### src/rtl/tqvp_diff_pkg.sv
// Shared constants and types for the TinyQV differentiator peripheral:
// register map, CTRL/STATUS bit positions, FIFO depth and saturation limits.
package tqvp_diff_pkg;

    localparam logic [3:0] ADDR_CTRL   = 4'h0;
    localparam logic [3:0] ADDR_STATUS = 4'h1;
    localparam logic [3:0] ADDR_IN_LO  = 4'h2;
    localparam logic [3:0] ADDR_IN_HI  = 4'h3;
    localparam logic [3:0] ADDR_OUT_LO = 4'h4;
    localparam logic [3:0] ADDR_OUT_HI = 4'h5;
    localparam logic [3:0] ADDR_SCALE  = 4'h6;

    localparam int CTRL_EN    = 0;
    localparam int CTRL_ORDER = 1;
    localparam int CTRL_SAT   = 2;
    localparam int CTRL_EXT   = 3;
    localparam int CTRL_M_LO  = 4;
    localparam int CTRL_CLEAR = 7;

    localparam int ST_NOT_EMPTY = 0;
    localparam int ST_FULL      = 1;
    localparam int ST_OVF       = 2;
    localparam int ST_SAT       = 3;
    localparam int ST_COUNT_LO  = 4;

    localparam int FIFO_DEPTH = 4;
    localparam int RES_W      = 16;

    localparam logic signed [15:0] SAT_MAX = 16'sh7FFF;
    localparam logic signed [15:0] SAT_MIN = 16'sh8000;

    // Field order mirrors CTRL[5:0], so a write can be cast straight in.
    typedef struct packed {
        logic [1:0] m_minus1;
        logic       ext_mode;
        logic       sat_en;
        logic       order;
        logic       enable;
    } ctrl_t;

endpackage

### src/rtl/diff_comb_stage.sv
// One comb stage: a MAX_DELAY-deep history line and y = x - x[n-M],
// evaluated one bit wider than the input so the difference never wraps.
module diff_comb_stage #(
    parameter int W_IN      = 16,
    parameter int MAX_DELAY = 4
) (
    input  logic                         clk,
    input  logic                         rst_n,
    input  logic                         clear_i,
    input  logic                         shift_i,
    input  logic [$clog2(MAX_DELAY)-1:0] delay_sel_i,
    input  logic signed [W_IN-1:0]       x_i,
    output logic signed [W_IN:0]         diff_o
);

    logic signed [W_IN-1:0] hist_q [MAX_DELAY];

    // NOTE: sequential state uses non-blocking assignments so every flop
    // samples pre-edge values, which is what makes the shift register shift.
    always_ff @(posedge clk or negedge rst_n) begin
        if (!rst_n) begin
            for (int i = 0; i < MAX_DELAY; i++) hist_q[i] <= '0;
        end else if (clear_i) begin
            for (int i = 0; i < MAX_DELAY; i++) hist_q[i] <= '0;
        end else if (shift_i) begin
            hist_q[0] <= x_i;
            for (int i = 1; i < MAX_DELAY; i++) hist_q[i] <= hist_q[i-1];
        end
    end

    assign diff_o = {x_i[W_IN-1], x_i} - {hist_q[delay_sel_i][W_IN-1], hist_q[delay_sel_i]};

endmodule

### src/rtl/tqvp_differentiator.sv
// TinyQV differentiator peripheral: one or two comb stages, arithmetic
// scaling, wrap/saturate, and a small result FIFO drained over the register bus.
module tqvp_differentiator
    import tqvp_diff_pkg::*;
#(
    parameter int FIFO_DEPTH = tqvp_diff_pkg::FIFO_DEPTH,
    parameter int IN_W       = 16
) (
    input  logic       clk,
    input  logic       rst_n,
    input  logic [7:0] ui_in,
    output logic [7:0] uo_out,
    input  logic [3:0] address,
    input  logic       data_write,
    input  logic [7:0] data_in,
    output logic [7:0] data_out
);

    localparam int AW = $clog2(FIFO_DEPTH);
    localparam int CW = AW + 1;
    localparam logic signed [IN_W+1:0] R_MAX = (IN_W+2)'(SAT_MAX);
    localparam logic signed [IN_W+1:0] R_MIN = (IN_W+2)'(SAT_MIN);

    ctrl_t             ctrl_q;
    logic [7:0]        in_lo_q, in_hi_q;
    logic [2:0]        scale_q;
    logic [7:0]        sync1_q, sync2_q;
    logic              strobe_prev_q;
    logic              v0_q, v1_q;
    logic signed [IN_W-1:0] x_q;
    logic signed [IN_W:0]   d1_q;
    logic [RES_W-1:0]  mem_q [FIFO_DEPTH];
    logic [AW-1:0]     wr_ptr_q, rd_ptr_q;
    logic [CW-1:0]     count_q, count_d;
    logic              ovf_q, sat_q;
    logic [7:0]        uo_q;

    logic wr_ctrl, wr_status, wr_in_lo, wr_in_hi, wr_pop, wr_scale, clear;
    assign wr_ctrl   = data_write && (address == ADDR_CTRL);
    assign wr_status = data_write && (address == ADDR_STATUS);
    assign wr_in_lo  = data_write && (address == ADDR_IN_LO);
    assign wr_in_hi  = data_write && (address == ADDR_IN_HI);
    assign wr_pop    = data_write && (address == ADDR_OUT_HI);
    assign wr_scale  = data_write && (address == ADDR_SCALE);
    assign clear     = wr_ctrl && data_in[CTRL_CLEAR];

    // Acceptance source: bus commit, or a synchronized strobe rising edge.
    logic                   rise, accept, adv1, push_req;
    logic signed [IN_W-1:0] sample;
    assign rise     = sync2_q[7] && !strobe_prev_q;
    assign accept   = ctrl_q.enable && !clear && (ctrl_q.ext_mode ? rise : wr_in_hi);
    assign sample   = ctrl_q.ext_mode ? {(IN_W-7)'(0), sync2_q[6:0]}
                                      : IN_W'({data_in, in_lo_q});
    assign adv1     = v0_q && ctrl_q.enable && !clear;
    assign push_req = v1_q && ctrl_q.enable && !clear;

    logic signed [IN_W:0]   d1;
    logic signed [IN_W+1:0] d2;

    diff_comb_stage #(.W_IN(IN_W), .MAX_DELAY(4)) u_stage1 (
        .clk         (clk),
        .rst_n       (rst_n),
        .clear_i     (clear),
        .shift_i     (adv1),
        .delay_sel_i (ctrl_q.m_minus1),
        .x_i         (x_q),
        .diff_o      (d1)
    );

    // Stage 2 always advances so switching order keeps a valid history.
    diff_comb_stage #(.W_IN(IN_W+1), .MAX_DELAY(4)) u_stage2 (
        .clk         (clk),
        .rst_n       (rst_n),
        .clear_i     (clear),
        .shift_i     (push_req),
        .delay_sel_i (ctrl_q.m_minus1),
        .x_i         (d1_q),
        .diff_o      (d2)
    );

    logic signed [IN_W+1:0] sel, scaled;
    logic [RES_W-1:0]       res;
    logic                   clamp;

    // NOTE: every always_comb output gets a default first, so no path
    // can leave it unassigned and infer a latch.
    always_comb begin
        sel    = ctrl_q.order ? d2 : {d1_q[IN_W], d1_q};
        scaled = sel >>> scale_q;
        res    = scaled[RES_W-1:0];
        clamp  = 1'b0;
        if (ctrl_q.sat_en) begin
            if (scaled > R_MAX) begin
                res   = SAT_MAX;
                clamp = 1'b1;
            end else if (scaled < R_MIN) begin
                res   = SAT_MIN;
                clamp = 1'b1;
            end
        end
    end

    logic full, empty, do_pop, do_push, ovf_set;
    assign full    = (count_q == CW'(FIFO_DEPTH));
    assign empty   = (count_q == '0);
    assign do_pop  = wr_pop && !empty && !clear;
    assign do_push = push_req && (!full || do_pop);
    assign ovf_set = push_req && full && !do_pop;
    assign count_d = count_q + CW'(do_push) - CW'(do_pop);

    always_ff @(posedge clk or negedge rst_n) begin
        if (!rst_n) begin
            ctrl_q        <= '0;
            in_lo_q       <= '0;
            in_hi_q       <= '0;
            scale_q       <= '0;
            sync1_q       <= '0;
            sync2_q       <= '0;
            strobe_prev_q <= 1'b0;
            v0_q          <= 1'b0;
            v1_q          <= 1'b0;
            x_q           <= '0;
            d1_q          <= '0;
            wr_ptr_q      <= '0;
            rd_ptr_q      <= '0;
            count_q       <= '0;
            ovf_q         <= 1'b0;
            sat_q         <= 1'b0;
            uo_q          <= '0;
        end else begin
            sync1_q       <= ui_in;
            sync2_q       <= sync1_q;
            strobe_prev_q <= sync2_q[7];
            if (wr_ctrl)  ctrl_q  <= ctrl_t'(data_in[5:0]);
            if (wr_in_lo) in_lo_q <= data_in;
            if (wr_in_hi) in_hi_q <= data_in;
            if (wr_scale) scale_q <= data_in[2:0];

            v0_q <= accept;
            if (accept) x_q <= sample;
            v1_q <= adv1;
            if (adv1) d1_q <= d1;

            if (clear) begin
                wr_ptr_q <= '0;
                rd_ptr_q <= '0;
                count_q  <= '0;
                ovf_q    <= 1'b0;
                sat_q    <= 1'b0;
                uo_q     <= '0;
            end else begin
                if (do_push) begin
                    wr_ptr_q <= wr_ptr_q + 1'b1;
                    uo_q     <= res[7:0];
                end
                if (do_pop) rd_ptr_q <= rd_ptr_q + 1'b1;
                count_q <= count_d;
                if (ovf_set)                          ovf_q <= 1'b1;
                else if (wr_status && data_in[ST_OVF]) ovf_q <= 1'b0;
                if (push_req && clamp)                sat_q <= 1'b1;
                else if (wr_status && data_in[ST_SAT]) sat_q <= 1'b0;
            end
        end
    end

    // NOTE: FIFO storage has no reset; an entry is only readable after a push
    // writes it, and reads of an empty FIFO are forced to zero.
    always_ff @(posedge clk) begin
        if (do_push) mem_q[wr_ptr_q] <= res;
    end

    logic [RES_W-1:0] head;
    logic [7:0]       status;
    assign head = mem_q[rd_ptr_q];

    always_comb begin
        status                      = '0;
        status[ST_NOT_EMPTY]        = !empty;
        status[ST_FULL]             = full;
        status[ST_OVF]              = ovf_q;
        status[ST_SAT]              = sat_q;
        status[ST_COUNT_LO +: 3]    = 3'(count_q);
        data_out = '0;
        case (address)
            ADDR_CTRL:   data_out = {2'b00, ctrl_q};
            ADDR_STATUS: data_out = status;
            ADDR_IN_LO:  data_out = in_lo_q;
            ADDR_IN_HI:  data_out = in_hi_q;
            ADDR_OUT_LO: data_out = empty ? 8'h00 : head[7:0];
            ADDR_OUT_HI: data_out = empty ? 8'h00 : head[15:8];
            ADDR_SCALE:  data_out = {5'b00000, scale_q};
            default:     data_out = '0;
        endcase
    end

    assign uo_out = uo_q;

endmodule

### config.mk
export PLATFORM = sky130hd
export DESIGN_NAME = tqvp_differentiator
export DESIGN_NICKNAME = d
export VERILOG_FILES = /design/src/rtl/tqvp_diff_pkg.sv /design/src/rtl/diff_comb_stage.sv /design/src/rtl/tqvp_differentiator.sv
export SDC_FILE = /design/constraint.sdc
export NUM_CORES = 1
export LEC_CHECK = 0
export BUFFER_PORTS_ARGS = -buffer_cell sky130_fd_sc_hd__buf_2
export CORE_MARGIN = 1
export CORE_UTILIZATION = 63
export DETAILED_ROUTE_END_ITERATION = 8
export PLACE_DENSITY = 0.92
export SLEW_MARGIN = 20
export SYNTH_ARGS = -nofsm -noshare
export SYNTH_HDL_FRONTEND = slang
export SYNTH_SLANG_ARGS = --single-unit
export TNS_END_PERCENT = 30
### constraint.sdc
create_clock -name clk -period 5.7 [get_ports clk]
set_clock_uncertainty 0.1 [all_clocks]
set_input_delay 1.14 -clock clk [delete_from_list [all_inputs] [get_ports clk]]
set_output_delay 1.14 -clock clk [all_outputs]
set_load 0.03 [all_outputs]
Yosys cells after proc, flatten, opt, wreduce, memory -nomap -nowiden. Memory sizes are Yosys's and may differ from the RTL's. Index checks and enable logic that the tools add are counted.

Input port bits: 23. Register bits: 226. Output and inout bits: 16. Memory bits (writable): 64. Memories kept: 1. Logic and storage cells: 121.

Memories: mem_q (words 4, width 16, read ports 1, clocked after memory_dff 0, write ports 1, RTL line tqvp_differentiator.sv:32) `logic [RES_W-1:0] mem_q [FIFO_DEPTH];`.

Mux-type cells: 37. Reduce and logical (&&, ||, !) cells: 36. Add/subtract/negate cells: 6. Shift-type cells: 1. Equality and inequality tests: 7. Magnitude comparators: 3. Bitwise gates (word level): 1.

Operators by type and width (count): 68-bit 2-to-1 mux (2); 64-bit 2-to-1 mux (2); 16-bit 2-to-1 mux (6); 8-bit case mux with 7 select lines (1); 17-bit binary-select mux with 2-bit select (1); 17-bit 2-to-1 mux (2); 16-bit binary-select mux with 2-bit select (1); 8-bit 2-to-1 mux (4); 1-bit logical AND (22); 18-bit by 16-bit greater-than comparator with 1-bit output (second input constant) (1); 18-bit by 16-bit < comparator with 1-bit output (second input constant) (1); 18-bit 2-to-1 mux (1); 18-bit by 3-bit >>> shifter with 18-bit output (1); 17-bit by 17-bit subtractor with 18-bit output (1); 16-bit by 16-bit subtractor with 17-bit output (1); 4-bit by 3-bit == test with 1-bit output (second input constant) (3); 1-bit 2-to-1 mux (12); 4-bit by 2-bit == test with 1-bit output (second input constant) (2); 2-bit 2-to-1 mux (4); 2-bit nonzero test (4); 3-bit nonzero test (2); 1-bit zero test (5); 2-bit by 1-bit adder with 2-bit output (second input constant) (2); 4-bit by 1-bit == test with 1-bit output (second input constant) (1); other kinds (9) (9).

Logic depth before layout (Yosys ltp).
Depth in word-level cells: 14. Mapped depth: 16. Gate-level depth less buffers: 13.

By module. Synthesis repeated with hierarchy kept, for this count alone.

Cells, all modules: 1308. Area total of the unflattened synthesis: 15661.3 um2.

Modules (own cells, without submodules): tqvp_differentiator (area an instance 7644.8 um2, instances 1, cells each 554); diff_comb_stage at u_stage2 (area an instance 4048.9 um2, instances 1, cells each 377); diff_comb_stage at u_stage1 (area an instance 3967.6 um2, instances 1, cells each 377).

Worst setup path after synthesis. Ideal clock, no wire load.

Path kind: flip-flop to flip-flop. Start: register ctrl_q[4] (netlist name). End: memory mem_q[0][10], data pin. Setup time: 0.272 ns. Cell stages (with the launch flop): 16. Required time: 5.328 ns. Path slack: 1.181 ns. Path buffers: 2. Data arrival time: 4.148 ns. Cell sequence: dfrtp_1 -> clkbuf_1 -> buf_1 -> mux4_2 -> ha_1 -> inv_1 -> fa_1 -> a211oi_1 -> o211a_1 -> or4_4 -> nand3_2 -> o311a_4 -> nand2_4 -> a211oi_4 -> nor2_2 -> a221o_1.

Longest elaborated chain between the ends: 11.

RTL lines: from (decl) (RTL line tqvp_differentiator.sv:24) `ctrl_t ctrl_q;`; from (signal assigned) (RTL line tqvp_differentiator.sv:134) `if (wr_ctrl) ctrl_q <= ctrl_t'(data_in[5:0]);`; 2-bit NOT with 3-bit output (not written as such) * (RTL line diff_comb_stage.sv:31) `assign diff_o = {x_i[W_IN-1], x_i} - {hist_q[delay_sel_i][W_IN-1], hist_q[delay_sel_i]};`; 17-bit binary-select mux with 2-bit select * (RTL line diff_comb_stage.sv:31); 17-bit 2-to-1 mux (not written as such) * (2 in series) (RTL line diff_comb_stage.sv:31); 17-bit by 17-bit subtractor with 18-bit output * (RTL line diff_comb_stage.sv:31); 18-bit 2-to-1 mux * (RTL line tqvp_differentiator.sv:88) `sel = ctrl_q.order ? d2 : {d1_q[IN_W], d1_q};`; 18-bit by 3-bit >>> shifter with 18-bit output * (RTL line tqvp_differentiator.sv:89) `scaled = sel >>> scale_q;`; 18-bit by 16-bit < comparator with 1-bit output (RTL line tqvp_differentiator.sv:96) `end else if (scaled < R_MIN) begin`; 16-bit 2-to-1 mux (RTL line tqvp_differentiator.sv:96); 16-bit 2-to-1 mux (RTL line tqvp_differentiator.sv:93) `if (scaled > R_MAX) begin`; 16-bit 2-to-1 mux * (RTL line tqvp_differentiator.sv:92) `if (ctrl_q.sat_en) begin`; via res[10] (RTL line tqvp_differentiator.sv:82) `logic [RES_W-1:0] res;`; to (decl) (RTL line tqvp_differentiator.sv:32).

The timed path passes the listed nets; every way through them passes the cells marked *. The select of a mux whose other input is x is not followed.

Worst setup path after layout.
Start: register ctrl_q[4] (netlist name). End: memory mem_q[2][14], data pin.

The elaborated chain is that of the path after synthesis.

==> results.txt <==
----------------------------------------------------
[Run status]
  Status ... completed

[STA]
  Final-report hold violation count ... 0
  Shortest period the worst path allows ... roughly 4.8 ns
  Count of final max-slew check failures ... 0
  Setup TNS ... 0 ns
  Post-route clock period utilization ... 0.839
  Relative max-transition margin ... 0.238
  # setup viols final ... 0
  Worst-margin pin slew ... roughly 1.1 ns
  Worst Hold Slack ... about 0.25 ns
  Highest achievable clock rate ... ~210 MHz
  Setup repair after global routing missed its margin ... false

[Detailed routing]
  Violation count after the first detailed-route iteration ... between 1000 and 1500
  Residual DRC count ... 0
  Avg WL per Cell ... between 20 and 25 um
  Detailed-routing iteration count for the pre-antenna-repair pass ... 7
  Via count of the routed design ... about 11000
  DRT Wirelength ... 37300 um
  Via density per instance ... approximately 6.8
  Detail Route Antenna Nets ... 0

[Logic synthesis]
  Leading area contributor after synthesis ... sky130_fd_sc_hd__dfrtp_1
  Post-synth top flop ... sky130_fd_sc_hd__dfrtp_1
  Combined area of all synthesized cells ... 0.0149 mm^2
  Number of distinct library cells after synthesis ... 71
  Number of synthesized flops with an enable pin ... 64
  Dominant cells by area after synthesis ... sky130_fd_sc_hd__dfrtp_1 38%, sky130_fd_sc_hd__edfxtp_1 13%, sky130_fd_sc_hd__mux4_2 8.8%
  Mapped Nets ... 1415
  Synth Instances ... about 1400
  Flip-flop and latch count after synthesis ... 290
  Post-synthesis sequential area ratio ... 0.510
  Post-Syn Area per Cell ... ~11 um^2
  Area share of the leading cell type in the synthesized netlist ... 0.380
  Synth Warn # ... 0
  Fraction of registers with async set or reset after synthesis ... 0.779

[Clock network]
  Maximum root-to-sink buffer count ... 3
  Number of H-tree levels ... 1
  Number of buffers added to fix hold violations after cts ... 0
  Resize count post-CTS ... 0
  Clock Root Buffer ... sky130_fd_sc_hd__clkbuf_16
  Clock input transition at the sequential cells of the worst setup and hold paths ... approximately 0.070 ns
  Clock buffers created by TritonCTS ... 28
  CTS Sinks ... between 200 and 300
  CTS tree ... built
  Post-CTS setup buffer count ... 0
  Worst skew pair latency ... between 0.5 and 0.6 ns

[GRT]
  Met2 Track Usage GR ... 0.534
  Maximum number of pins on one net before global-route repair ... between 100 and 150
  Initial antenna violation count ... 1
  Routing layer with the top usage in global route ... met2
  Met3 layer usage reported by global route ... 0.0572
  Grt total ovfl ... 0
  Global-route wire length before repair ... 61200 um
  All-layer global routing usage ... 0.324
  Number of global-route vias before repair ... 11400
  Grt met1 use ... 0.424

[Worst setup path]
  Peak fanout along the critical path ... 22
  Crit Path Category ... reg2reg
  Nature of the critical path endpoint ... flop
  Required time worst endpoint ... between 5 and 6 ns
  Type of origin of the critical path ... flop
  Worst endpoint data arrival time ... slightly below 5 ns

[Pwr]
  Worst IR Drop VDD ... 410 uV
  Static leakage power ... a little under 7 nW
  Overall power of the completed layout ... 0.00861 W
  Pwr dens ... 533 mW/mm^2

[Final layout]
  Proportion of layout cells with a drive suffix above 1 ... 0.153
  Antenna Diode Count ... 0
  Post-layout instance count excluding filler cells ... 1681
  Layout area overhead ... 8.62%
  Net count reported at finish ... approximately 1400
  Fillers ... approximately 1500

[Floorplanning]
  Core footprint ... ~0.023 mm^2
  Die extent in y ... roughly 160 um
  Die width ... between 150 and 200 um
  IO Count ... 39
  # rows ... 55
  Initial core utilization ... 0.649
  Die outline area ... ~0.024 mm^2

[Place]
  Post-detail-place hpwl ... 24000 um
  GP Congestion ... 0.910
  IO Port Bufs ... 38
  Post-placement cell count ... 1629

[Hold path]
  Hold Path Class ... reg2reg

[Flow run]
  Max-cap check violation count ... 0

----------------------------------------------------
-- layout make-up --
cell class | count | area, um^2 | area share
sequential | 290 | 7580 | 0.469
multi-input combinational | 919 | 6780 | 0.420
clock buffer | 44 | 811 | 0.0502
tap | 313 | 392 | 0.0242
timing repair buffer | 52 | 305 | 0.0189
inverter | 55 | 206 | 0.0128
clock inverter | 8 | 81.3 | 0.00503
-- final timing paths --
| path | start | to | slack [ns] | depth (start not counted) |
|---|---|---|---|---|
| max | ctrl_q[4] | mem_q[2][14] | 0.92 | 13 |
| min | sync1_q[5] | sync2_q[5] | 0.25 | 0 |
| max reg2reg | ctrl_q[4] | mem_q[2][14] | 0.92 | 13 |
| min reg2reg | sync1_q[5] | sync2_q[5] | 0.25 | 0 |
| max in group asynchronous | rst_n | u_stage2.hist_q[8] | 3.84 | 2 |
| min in group asynchronous | rst_n | u_stage1.hist_q[43] | 0.53 | 1 |
-- cell families (layout without fill, tap and decap cells) --
group / after synthesis / count (layout) / share of synthesized area
flip-flops: 290 / 290 / 0.510
multiplexers: 108 / 108 / 0.124
AND/OR/NAND/NOR: 391 / 391 / 0.119
AO/OA/AOI/OAI: 352 / 352 / 0.159
buffers and inverters: 141 / 159 / 0.0364
XOR/XNOR: 26 / 26 / 0.0153
adder cells (fa/ha/maj): 42 / 42 / 0.0369
-- cells in the final DEF (no fill, tap or decap), drive strengths merged, types with 17 or more instances in the layout --
master	n
a21oi	113
mux2	28
mux2i	22
dfrtp	226
ha	39
clkbuf	44
nand3	17
buf	52
edfxtp	64
mux4	58
a22o	64
nand2	214
inv	53
nor2	55
o21ai	70
-- flip-flops by register name, summed over array words and instances, names as in the netlist --
name / flops
v0_q: 1
sync1_q: 8
mem_q: 64
uo_out: 8
sync2_q: 8
scale_q: 3
ovf_q: 1
d1_q: 17
v1_q: 1
sat_q: 1
rd_ptr_q: 2
ctrl_q: 6
wr_ptr_q: 2
count_q: 3
strobe_prev_q: 1
in_lo_q: 8
in_hi_q: 8
x_q: 16
u_stage1.hist_q: 64
u_stage2.hist_q: 68
-- metrics by stage --
| step | instance area, um^2 | worst slack [ns] | util |
|---|---|---|---|
| after floorplan | 14900 | 1.18 | - |
| after global placement | 15300 | 1.17 | 0.666 |
| after detailed placement | 15300 | 0.977 | 0.666 |
| after CTS | 16100 | 0.931 | 0.705 |
| after global routing | 16200 | 0.559 | 0.705 |
| final | 16200 | 0.916 | 0.705 |
-- where the power goes --
part | internal (W) | switching, W
Combinational | 0.00153 | 0.00208
Sequential | 0.00264 | 0.000532
Clock | 0.00102 | 0.000790
Total | 0.00520 | 0.00340
-- synthesized netlist by cell type (3+ instances only) --
cell type and n:
sky130_fd_sc_hd__dfrtp_1 226, sky130_fd_sc_hd__nand2_1 213, sky130_fd_sc_hd__a21oi_1 113, sky130_fd_sc_hd__clkbuf_1 70
sky130_fd_sc_hd__o21ai_0 70, sky130_fd_sc_hd__a22o_1 64, sky130_fd_sc_hd__edfxtp_1 64, sky130_fd_sc_hd__mux4_2 58
sky130_fd_sc_hd__nor2_1 54, sky130_fd_sc_hd__inv_1 51, sky130_fd_sc_hd__ha_1 39, sky130_fd_sc_hd__mux2_2 28
sky130_fd_sc_hd__mux2i_1 22, sky130_fd_sc_hd__and3_1 16, sky130_fd_sc_hd__nand2b_1 16, sky130_fd_sc_hd__nand3_1 16
sky130_fd_sc_hd__and2_1 14, sky130_fd_sc_hd__xnor2_1 14, sky130_fd_sc_hd__nor3_1 13, sky130_fd_sc_hd__xor2_1 12
sky130_fd_sc_hd__a21o_1 11, sky130_fd_sc_hd__a31oi_1 11, sky130_fd_sc_hd__buf_1 11, sky130_fd_sc_hd__o211ai_1 11
sky130_fd_sc_hd__a211oi_1 10, sky130_fd_sc_hd__or2_2 10, sky130_fd_sc_hd__nor2b_1 9, sky130_fd_sc_hd__o21a_1 7
sky130_fd_sc_hd__a221o_1 6, sky130_fd_sc_hd__nand4_1 6, sky130_fd_sc_hd__or3_1 6, sky130_fd_sc_hd__a211o_1 5
sky130_fd_sc_hd__o211a_1 5, sky130_fd_sc_hd__o22ai_1 5, sky130_fd_sc_hd__buf_2 4, sky130_fd_sc_hd__o31ai_1 4
sky130_fd_sc_hd__a221oi_1 3, sky130_fd_sc_hd__a22oi_1 3, sky130_fd_sc_hd__clkinv_1 3, sky130_fd_sc_hd__fa_1 3
sky130_fd_sc_hd__nor3b_1 3, sky130_fd_sc_hd__o221a_2 3
-- worst max-delay path: stages, from the launching register on --
cell	delay, ns
sky130_fd_sc_hd__dfrtp_2	0.86
sky130_fd_sc_hd__mux4_2	0.59
sky130_fd_sc_hd__ha_1	0.20
sky130_fd_sc_hd__inv_1	0.08
sky130_fd_sc_hd__fa_1	0.24
sky130_fd_sc_hd__a211oi_1	0.12
sky130_fd_sc_hd__o211a_1	0.31
sky130_fd_sc_hd__or2_1	0.29
sky130_fd_sc_hd__o311ai_1	0.31
sky130_fd_sc_hd__a31oi_1	0.14
sky130_fd_sc_hd__xnor2_1	0.27
sky130_fd_sc_hd__o221ai_1	0.26
sky130_fd_sc_hd__o211a_1	0.26
sky130_fd_sc_hd__o31ai_1	0.45
-- metal layers --
metal | up-vias | wire length [um]
met3 | 174 | 3060
met4 | 2 | 1970
li1 | 4914 | -
met2 | 649 | 18300
met5 | - | 13
met1 | 5619 | 13900
No activity file was read; power rests on OpenSTA's default activity.
